<file path="src/rtl/cakegame_control.sv">
// cakegame_control: Moore control unit sequencing show/play/compare rounds of the cake memory game.
// Optional macro CAKEGAME_BLINK_EN blanks the shown item after the show-timer midpoint.
`default_nettype none

module cakegame_control #(
    parameter int LIVES = 3
) (
    input  logic       clock,
    input  logic       reset,
    input  logic       start,
    input  logic       dificuldade_in,
    input  logic       end_mem_counter,
    input  logic       correct_play,
    input  logic       has_play,
    input  logic       end_show,
    input  logic       half_show,
    input  logic       timeout,
    output logic [1:0] out_sel,
    output logic       dificuldade,
    output logic       clear_reg,
    output logic       enable_reg,
    output logic       clear_mem_counter,
    output logic       enable_mem_counter,
    output logic       clear_show_counter,
    output logic       enable_show_counter,
    output logic       enable_timeout_counter,
    output logic       clear_points_counter,
    output logic       enable_points_counter,
    output logic       done,
    output logic       won,
    output logic [1:0] lives_left,
    output logic [3:0] db_state
);

    typedef enum logic [3:0] {
        S_IDLE      = 4'd0,
        S_PREPARE   = 4'd1,
        S_LOAD      = 4'd2,
        S_SHOW      = 4'd3,
        S_WAIT_PLAY = 4'd4,
        S_REGISTER  = 4'd5,
        S_COMPARE   = 4'd6,
        S_HIT       = 4'd7,
        S_MISS      = 4'd8,
        S_NEXT      = 4'd9,
        S_END_WIN   = 4'd10,
        S_END_LOSE  = 4'd11
    } state_t;

    state_t     state_q, state_d;
    logic [1:0] lives_q, lives_d;
    logic       dif_q, dif_d;
    logic       half_q, half_d;

    always_ff @(posedge clock or negedge reset) begin
        if (!reset) begin
            state_q <= S_IDLE;
            lives_q <= 2'd0;
            dif_q   <= 1'b0;
            half_q  <= 1'b0;
        end else begin
            state_q <= state_d;
            lives_q <= lives_d;
            dif_q   <= dif_d;
            half_q  <= half_d;
        end
    end

    always_comb begin
        state_d = state_q;
        lives_d = lives_q;
        dif_d   = dif_q;
        half_d  = half_q;
        case (state_q)
            // Lives and difficulty are captured on the accepting edge so they are visible in PREPARE.
            S_IDLE, S_END_WIN, S_END_LOSE: begin
                if (start) begin
                    state_d = S_PREPARE;
                    lives_d = 2'(LIVES);
                    dif_d   = dificuldade_in;
                end
            end
            S_PREPARE:  state_d = S_LOAD;
            S_LOAD: begin
                state_d = S_SHOW;
                half_d  = 1'b0;
            end
            S_SHOW: begin
`ifdef CAKEGAME_BLINK_EN
                if (half_show) half_d = 1'b1;
`endif
                if (end_show) state_d = S_WAIT_PLAY;
            end
            S_WAIT_PLAY: begin
                if (has_play)     state_d = S_REGISTER;
                else if (timeout) state_d = S_MISS;
            end
            S_REGISTER: state_d = S_COMPARE;
            S_COMPARE:  state_d = correct_play ? S_HIT : S_MISS;
            S_HIT:      state_d = S_NEXT;
            S_MISS: begin
                lives_d = lives_q - 2'd1;
                state_d = (lives_q == 2'd1) ? S_END_LOSE : S_NEXT;
            end
            S_NEXT:     state_d = end_mem_counter ? S_END_WIN : S_LOAD;
            default:    state_d = S_IDLE;
        endcase
    end

    logic unused_half_show;
    assign unused_half_show = half_show;

    always_comb begin
        out_sel                = 2'b00;
        clear_reg              = 1'b0;
        enable_reg             = 1'b0;
        clear_mem_counter      = 1'b0;
        enable_mem_counter     = 1'b0;
        clear_show_counter     = 1'b0;
        enable_show_counter    = 1'b0;
        enable_timeout_counter = 1'b0;
        clear_points_counter   = 1'b0;
        enable_points_counter  = 1'b0;
        done                   = 1'b0;
        won                    = 1'b0;
        case (state_q)
            S_PREPARE: begin
                clear_reg            = 1'b1;
                clear_mem_counter    = 1'b1;
                clear_points_counter = 1'b1;
            end
            S_LOAD: begin
                clear_show_counter = 1'b1;
                clear_reg          = 1'b1;
            end
            S_SHOW: begin
                out_sel             = half_q ? 2'b00 : 2'b01;
                enable_show_counter = 1'b1;
            end
            S_WAIT_PLAY: begin
                out_sel                = 2'b10;
                enable_timeout_counter = 1'b1;
            end
            S_REGISTER: begin
                out_sel    = 2'b10;
                enable_reg = 1'b1;
            end
            S_COMPARE:  out_sel = 2'b10;
            S_HIT:      enable_points_counter = 1'b1;
            S_NEXT:     enable_mem_counter = ~end_mem_counter;
            S_END_WIN: begin
                done = 1'b1;
                won  = 1'b1;
            end
            S_END_LOSE: done = 1'b1;
            default: ;
        endcase
    end

    assign dificuldade = dif_q;
    assign lives_left  = lives_q;
    assign db_state    = state_q;

endmodule

`default_nettype wire

</file>
<file path="config.mk">
export PLATFORM = sky130hd
export DESIGN_NAME = cakegame_control
export DESIGN_NICKNAME = d
export VERILOG_FILES = /design/src/rtl/cakegame_control.sv
export SDC_FILE = /design/constraint.sdc
export NUM_CORES = 1
export LEC_CHECK = 0
export CAP_MARGIN = 5
export CORE_ASPECT_RATIO = 1.1
export CORE_MARGIN = 1.5
export CORE_UTILIZATION = 40
export CTS_BUF_LIST = sky130_fd_sc_hd__clkbuf_8
export DETAILED_ROUTE_END_ITERATION = 8
export DONT_BUFFER_PORTS = 1
export PLACE_DENSITY = 0.54
export SYNTH_ARGS = -nofsm -noshare
export SYNTH_HDL_FRONTEND = slang
export SYNTH_SLANG_ARGS = --single-unit
export TNS_END_PERCENT = 100
</file>
<file path="constraint.sdc">
create_clock -name clock -period 1.7 [get_ports clock]
set_input_delay 0.34 -clock clock [delete_from_list [all_inputs] [get_ports clock]]
set_output_delay 0.34 -clock clock [all_outputs]
set_load 0.01 [all_outputs]
</file>
# --- Yosys cells after proc, flatten, opt, wreduce, memory -nomap -nowiden ---
# Index checks and enable logic that the tools add are counted.
classes:
  n_addsub: 1
  n_eq_ne: 15
  n_mux: 21
  bitwise_logic: 1
  reduce_logical: 9
ops:
  columns: ["op", "n"]
  rows:
  - ["one-hot mux 4 bit (10 select lines)", 1]
  - ["two-way mux 4 bit", 6]
  - ["equality test 4 x 3 -> 1 bit, second input constant", 4]
  - ["equality test 4 bit, second input constant", 4]
  - ["two-way mux 1 bit", 10]
  - ["equality test 4 x 2 -> 1 bit, second input constant", 2]
  - ["one-hot mux 2 bit (2 select lines)", 2]
  - ["OR reduction 3 bit", 2]
  - ["equality test 4 x 1 -> 1 bit, second input constant", 1]
  - ["logical NOT 4 bit", 1]
  - ["two-way mux 2 bit", 2]
  - ["inequality test 2 bit, second input constant", 2]
  - ["AND reduction 2 bit", 2]
  - ["OR reduction 2 bit", 2]
  - ["inequality test 3 bit, second input constant", 1]
  - ["AND reduction 3 bit", 1]
  - ["equality test 2 x 1 -> 1 bit, second input constant", 1]
  - ["nonzero test 2 bit", 1]
  - ["subtractor 2 x 1 -> 2 bit, second input constant", 1]
  - ["NOT 1 bit", 1]
word_totals:
  reg_bits: 7
  in_bits: 10
  elab_cells: 50

# --- Logic depth before layout (Yosys ltp) ---
# Gate-level depths: netlist (run 1).
logic_depth:
  depth_word: 4
  mapped_depth: 6

# --- Worst setup path after synthesis (run 1) ---
# OpenSTA, ideal clock, no wires.
synth_timing:
  kind: "reg-to-output"
  startpoint: "reg state_q[1] (netlist: db_state[1])"
  endpoint: "out clear_points_counter"
  t_arrival_ns: 1.436
  required_time_ns: 1.360
  setup_slack_ns: -0.076
  path_stages_with_launch: 7
  n_path_buf: 3
  path_cell_list: "dfrtp_1 > buf_6 > buf_2 > inv_1 > nand2_1 > nor3_1 > buf_4"
synth_via:
  elab_chain_len: 2
synth_lines:
  columns: ["element", "line_no", "text"]
  rows:
  - ["start, declared", "50", "state_t state_q, state_d;"]
  - ["start signal, assigned", "62", "state_q <= state_d;"]
  - ["equality test 4 x 1 -> 1 bit", null, null]
  - ["two-way mux 1 bit", null, null]
  - ["end, declared", "27", "output logic clear_points_counter,"]
# No other way between the ends.

# --- Final worst setup path (run 1) ---
layout_timing:
  startpoint: "reg state_q[0] (netlist: db_state[0])"
  endpoint: "out clear_show_counter"
layout_via:
  elab_chain_len: 2
layout_lines:
  columns: ["element", "line_no", "text"]
  rows:
  - ["equality test 4 x 2 -> 1 bit", "126", "case (state_q)"]
  - ["two-way mux 1 bit", "126", null]
  - ["end, declared", "24", "output logic clear_show_counter,"]
# No other way between the ends.

==> flow_summary_export.csv, run 1 <==
group,metric,value,unit
synth,yosys-top-cells-area,"dfrtp_1 27%, a21oi_1 5.5%, nand2b_1 4.9%, buf_2 4.7%, nor3_1 4.7%",
floorplan,rows,14,
synth,syn-cell-area,639,sq um
pwr,power.internal,0.978,mW
synth,synth_flop_cell,"dfrtp_1",
synth,synth_common_cells,"7 x a21oi_1, 7 x dfrtp_1, 7 x nor2_1",
clocking,clk_latency,220,ps
routing,routedWlPerCell,13.1,microns
run_status,status,"finished clean",
pwr,p_comb_share,66.8,%
routing,vias,625,
worst_setup_path,r2r_start,"db_state[1]",
clocking,cts_tree,"yes",
cells_and_area,drive_above_1_share,37.9,%
hold_path,min-delay-start,"dificuldade_in",
placed_design,io_buffers,0,
synth,synthDistinctLibCells,30,
routing,wl,1460,microns
cells_and_area,antenna_cells,0,
grt,track_usage,19.1,%
synth,ys_warn_count,0,
worst_setup_path,max_stage_delay,430,ps
synth,synth_top_family_by_area,"simple AND/OR/NAND/NOR gates",
synth,synth-seq-cells,7,
synth,synth_fp_nets,92,
sta,max_clock_freq,0.591,GHz
worst_setup_path,required,1360,ps
clocking,clock-sinks,7,
pwr,pwr-share-clk,12.5,%
worst_setup_path,rrSetupSlack,120,ps
clocking,htree_levels,1,
clocking,clockBufferDepth,2,
floorplan,die_w,41.1,microns
placed_design,gp_congestion,0.777,
sta,relSlewSlack,75.5,%
synth,synth_edf_count,0,
routing,dr.pass1.iters,4,
grt,antenna_found_initial,0,
floorplan,dieArea,1850,sq um
sta,maxSlewViolCount,0,
worst_setup_path,critical_path_class,"flop to primary output",
floorplan,die_h,44.9,microns
floorplan,core,1440,sq um
hold_path,holdPathEnd,"dificuldade",
synth,yosys.area.top_type,"dfrtp_1",
sta,worstMarginPinSlew,364,ps
routing,drc_errors,0,
worst_setup_path,worst_r2r_path_depth,5,
synth,synth_compound_area_share,26.2,%
worst_setup_path,cp_slowest_cell,"dfrtp_1",
synth,synthXorXnorAreaFrac,0,%
synth,ys_seq_area_share,27.4,%
pwr,switching_share,44.5,%
pwr,power_per_cell_area,2090,nW/um^2
grt,grt_pass1_vias,575,
floorplan,initial_core_util,44.5,%
routing,drt_iter0_markers,8,
worst_setup_path,endpoint_kind,"primary output",
worst_setup_path,worstPathArrival,1350,ps
sta,finalHoldViolCount,0,
synth,syn_inst,81,
synth,synth_top_area_share,27.4,%
worst_setup_path,r2r-end,"db_state[0]",
placed_design,hpwl,1150,microns
cells_and_area,final_core_util,58.6,%
sta,tns,0,ps
worst_setup_path,critical_path.max_fanout,16,
sta,clock_skew,0.372,ps
floorplan,ioPinCount,30,
sta,rsz0062_at_grt,"true",
pwr,peakVddDrop,1.02,mV
synth,async_flop_share,100,%
worst_setup_path,cp_cell_sequence,"buf_12 -> nand2b_2 -> nor3_1",
grt,grt-ovfl-total,0,
cells_and_area,layout.nets,107,
hold_path,hold_depth,1,
sta,period_share,99.5,%
worst_setup_path,start_kind,"flop",
clocking,cts-root-buf,"clkbuf_8",
cells_and_area,syn_to_final_growth,31.7,%
clocking,numCtsBuffers,3,
synth,synthMuxAreaShare,3.52,%
sta,fin_crit,1690,ps
routing,vias_per_cell,5.63,
synth,synth.avg_cell_area,7.89,sq um
clocking,clk_pin_slew,40,ps
pwr,seqPwrFrac,20.7,%
grt,grt_max_degree,17,
pwr,p_sw,0.784,mW
sta,setup-violations-final,0,
synth,synth-simple-area-share,28.6,%
hold_path,hp-class,"input port to flop",
grt,grt_pass1_wl,2370,microns
pwr,p_leak,0.390,nW
run,cap_violations,0,
routing,ant_nets,0,
synth,synth_fa_ha_area_share,1.96,%
-- timing repair --
action	4_1_cts	5_1_grt
gates cloned	0	0
endpoints found under the setup margin	5	6
gates resized for setup	6	7
pin swaps	0	0
setup buffers	0	1
hold buffers	1	0
hold endpoints to repair	7	0
-- metrics by stage --
stage	area, sq um	setup slack (ps)	power [mW]	hold slack, ps	std cells
after floorplan	644	31.7	1.12	44.4	81
after global placement	748	101	1.45	44.6	105
after detailed placement	748	71.8	1.46	44.5	105
after CTS	811	6.20	1.72	243	110
after global routing	842	-68.9	1.93	254	111
final	842	8.99	1.76	249	111
-- critical path, delay by kind of cell, from the launching register on --
family | cells | cell delay [ps]
simple gates | 2 | 520
buf+inv | 1 | 180
flops | 1 | 430
-- area by class of cell --
cell class	instances	area, sq um
fill	136	594
multi-input combinational	59	415
sequential	7	179
timing repair buffer	19	158
clock buffer	3	41.3
inverter	6	25.0
tap	16	20.0
clock inverter	1	3.75
-- cell families after synthesis --
logic type / after synthesis
compound gates: 24
mux: 2
fa+ha+maj: 1
simple gates: 32
flops: 7
buf+inv: 15
-- flip-flops by register name, summed over array words and instances, names as in the netlist --
register / cells
db_state: 4
lives_left: 2
dificuldade: 1
-- power groups by stage --
stage / sequential, mW / clock (mW) / combinational, mW
2_1_floorplan: 0.330 / 0 / 0.793
3_3_place_gp: 0.360 / 0 / 1.09
3_5_place_dp: 0.363 / 0 / 1.09
4_1_cts: 0.366 / 0.231 / 1.12
5_1_grt: 0.380 / 0.239 / 1.31
6_report: 0.364 / 0.220 / 1.18
-- layout by cell type, fill, tap and decap left out, types with 2 or more instances in the layout --
cell type and instances:
o21ai_1 2, nor4b_2 2, buf_4 17, nor2b_1 2, mux2_1 2, a31oi_1 2, a21o_1 3, nand2b_1 4
clkbuf_8 3, nor3_1 4, a21oi_1 6, dfrtp_1 4, dfrtp_2 3, nor2_1 6, nand2_1 5, nor3_2 2
inv_1 6, o21ai_0 2
-- metal layers --
layer  vias to the layer above  track usage (%)  share of wire (%)
met1                       288             23.6                 45
met3                         4             3.45                4.3
li1                        317                -                  -
met2                        16             29.1                 49
met4                         0             13.5                2.2
met5                         -                0                  0
-- how the worst max path moves through the flow --
stage,startpoint,endpoint,slack (ps),cells past startpoint
after CTS,db_state[0],clear_show_counter,6,3
after global placement,db_state[1],clear_reg,100,5
after global routing,db_state[2],enable_mem_counter,-70,4
final,db_state[0],clear_show_counter,9,3
after floorplan,db_state[0],out_sel[0],30,5
after detailed placement,db_state[1],clear_reg,70,5
(Power assumes the default switching activity.)
==> run 2: changes to the inputs <==
RECOVER_POWER = 50   (was default)
==> results of run 2 <==
Same layout as run 1: the final DEF is identical, and so are final timing and power.
==> run 3: changes to the inputs <==
SKIP_LAST_GASP = 1   (was default)
SLEW_MARGIN = 20   (was default)
==> run 3 against run 2 <==
  * Sequential power about the same
  * Global-route usage unchanged
  * Sequential share of layout area unchanged
  * Combinational power about the same
  * Clock power about the same
  * Largest cell class unchanged
  * Worst setup slack unchanged
  * First-iteration DRC count unchanged
  * Highest routed layer unchanged
  * Non-clock buffer count unchanged
  * Final cell count unchanged
  * Wire length unchanged
  * Register-to-register slack about the same
  * Critical path type unchanged
  * Flip-flop and latch count unchanged
==> flow_summary_export.csv, run 3 (synthesis results as in run 1) <==
group,metric,value,unit
run_status,status,"finished clean",
clocking,cts-root-buf,"clkbuf_8",
grt,grt-ovfl-total,0,
cells_and_area,largest_register_ffs,4,
routing,wl,1460,microns
worst_setup_path,cp_top_family,"simple AND/OR/NAND/NOR gates",
cells_and_area,drive_above_1_share,37.9,%
grt,grt_pass1_wl,2370,microns
worst_setup_path,worstPathArrival,1350,ps
worst_setup_path,worst-path-buf-inv,1,
placed_design,io_buffers,0,
sta,worstMarginPinSlew,364,ps
run,cap_violations,0,
clocking,numCtsBuffers,3,
grt,grtUsageMet1,23.6,%
cells_and_area,multi_input_area,415,sq um
hold_path,hp-class,"input port to flop",
cells_and_area,syn_to_final_growth,31.7,%
sta,clock_skew,0.372,ps
cells_and_area,fillerInstances,136,
clocking,clock-sinks,7,
worst_setup_path,critical_path_class,"flop to primary output",
pwr,finalPower,1.76,mW
sta,maxSlewViolCount,0,
cells_and_area,antenna_cells,0,
sta,setup-violations-final,0,
sta,finalHoldViolCount,0,
grt,grt_max_degree,17,
floorplan,core,1440,sq um
floorplan,die_w,41.1,microns
sta,rsz0062_at_grt,"true",
worst_setup_path,max_stage_delay,430,ps
pwr,peakVddDrop,1.02,mV
floorplan,ioPinCount,30,
floorplan,dieArea,1850,sq um
pwr,power_per_cell_area,2090,nW/um^2
cells_and_area,layout_common_cells,"17 x buf_4, 6 x inv_1, 6 x nor2_1, 6 x a21oi_1, 5 x nand2_1",
routing,vias,625,
grt,track_usage,19.1,%
floorplan,initial_core_util,44.5,%
grt,busiest_layer,"met2",
grt,grt_use_met2,29.1,%
routing,drc_errors,0,
clocking,htree_levels,1,
floorplan,die_h,44.9,microns
grt,antenna_found_initial,0,
grt,grtUsageMet3,3.45,%
floorplan,rows,14,
sta,period_share,99.5,%
grt,grt_pass1_vias,575,
sta,fin_crit,1690,ps
routing,dr.pass1.iters,4,
sta,relSlewSlack,75.5,%
placed_design,hpwl,1150,microns
worst_setup_path,start_kind,"flop",
pwr,p_leak,0.390,nW
clocking,clk_pin_slew,40,ps
worst_setup_path,required,1360,ps
cells_and_area,ff_latch_area,179,sq um
cells_and_area,layout_commonest_cell,"buf_4",
sta,timing.hold.ws,249,ps
clocking,cts_tree,"yes",
clocking,clockBufferDepth,2,
routing,routedWlPerCell,13.1,microns
routing,vias_per_cell,5.63,
routing,drt_iter0_markers,8,
worst_setup_path,endpoint_kind,"primary output",
clocking,clk_latency,220,ps
cells_and_area,layout.nets,107,
placed_design,gp_congestion,0.777,
sta,max_clock_freq,0.591,GHz
worst_setup_path,critical_path.max_fanout,16,
worst_setup_path,cp_cell_sequence,"buf_12 -> nand2b_2 -> nor3_1",
worst_setup_path,cp_slowest_cell,"dfrtp_1",
routing,ant_nets,0,
-- run 3: cell counts in the layout (fill, tap and decap cells not counted) --
Identical to the previous run, type by type.
-- run 3: worst register-to-register path, cell delays in order, from the launching register on --
cell and delay [ps]:
dfrtp_2 430, buf_4 150, nor4b_2 290, nand2_1 140, o211ai_2 100, mux2_1 340
-- run 3: area by class of cell --
type | instances | share of cell area, %
repair buffers | 19 | 18.7
inverters | 6 | 2.97
flip-flops and latches | 7 | 21.2
multi-input cells | 59 | 49.3
clock inverters | 1 | 0.446
clock buffers | 3 | 4.90
well taps | 16 | 2.38
-- run 3: repair_timing --
| action | 4_1_cts | 5_1_grt |
|---|---|---|
| gates resized for setup | 6 | 7 |
| hold buffers | 1 | 0 |
| setup endpoints to repair | 5 | 6 |
| setup buffers | 0 | 1 |
| endpoints found under the hold margin | 7 | 0 |
-- run 3: layer usage --
layer | part of all wire, % | vias to the layer above | wire, microns
met1 | 45 | 288 | 650
met2 | 49 | 16 | 709
met3 | 4.3 | 4 | 63
met4 | 2.2 | 0 | 32
met5 | 0 | - | 0
li1 | - | 317 | -
-- run 3: final timing paths --
kind / start / to / slack [ps] / cells past startpoint
max in group asynchronous: reset / db_state[3] / 1010 / 1
worst min register to register: dificuldade / dificuldade / 560 / 1
worst min-delay path: dificuldade_in / dificuldade / 250 / 1
min in group asynchronous: reset / lives_left[1] / 440 / 1
worst max-delay path: db_state[0] / clear_show_counter / 9 / 3
worst max register to register: db_state[1] / db_state[0] / 120 / 5
-- run 3: where the power goes --
part           switching, mW  total (mW)  internal (mW)
clock network         0.0650       0.220          0.155
logic                  0.603        1.18          0.574
registers              0.115       0.364          0.249
-- run 3: per-stage QoR --
stage                     setup slack (ps)  cell area (sq um)  setup TNS [ps]  instances  util, %
final                                 8.99                842               0        111     58.6
after CTS                             6.20                811               0        110     56.4
after global placement                 101                748               0        105     52.1
after detailed placement              71.8                748               0        105     52.1
after global routing                 -68.9                842            -139        111     58.6
after floorplan                       31.7                644               0         81        -
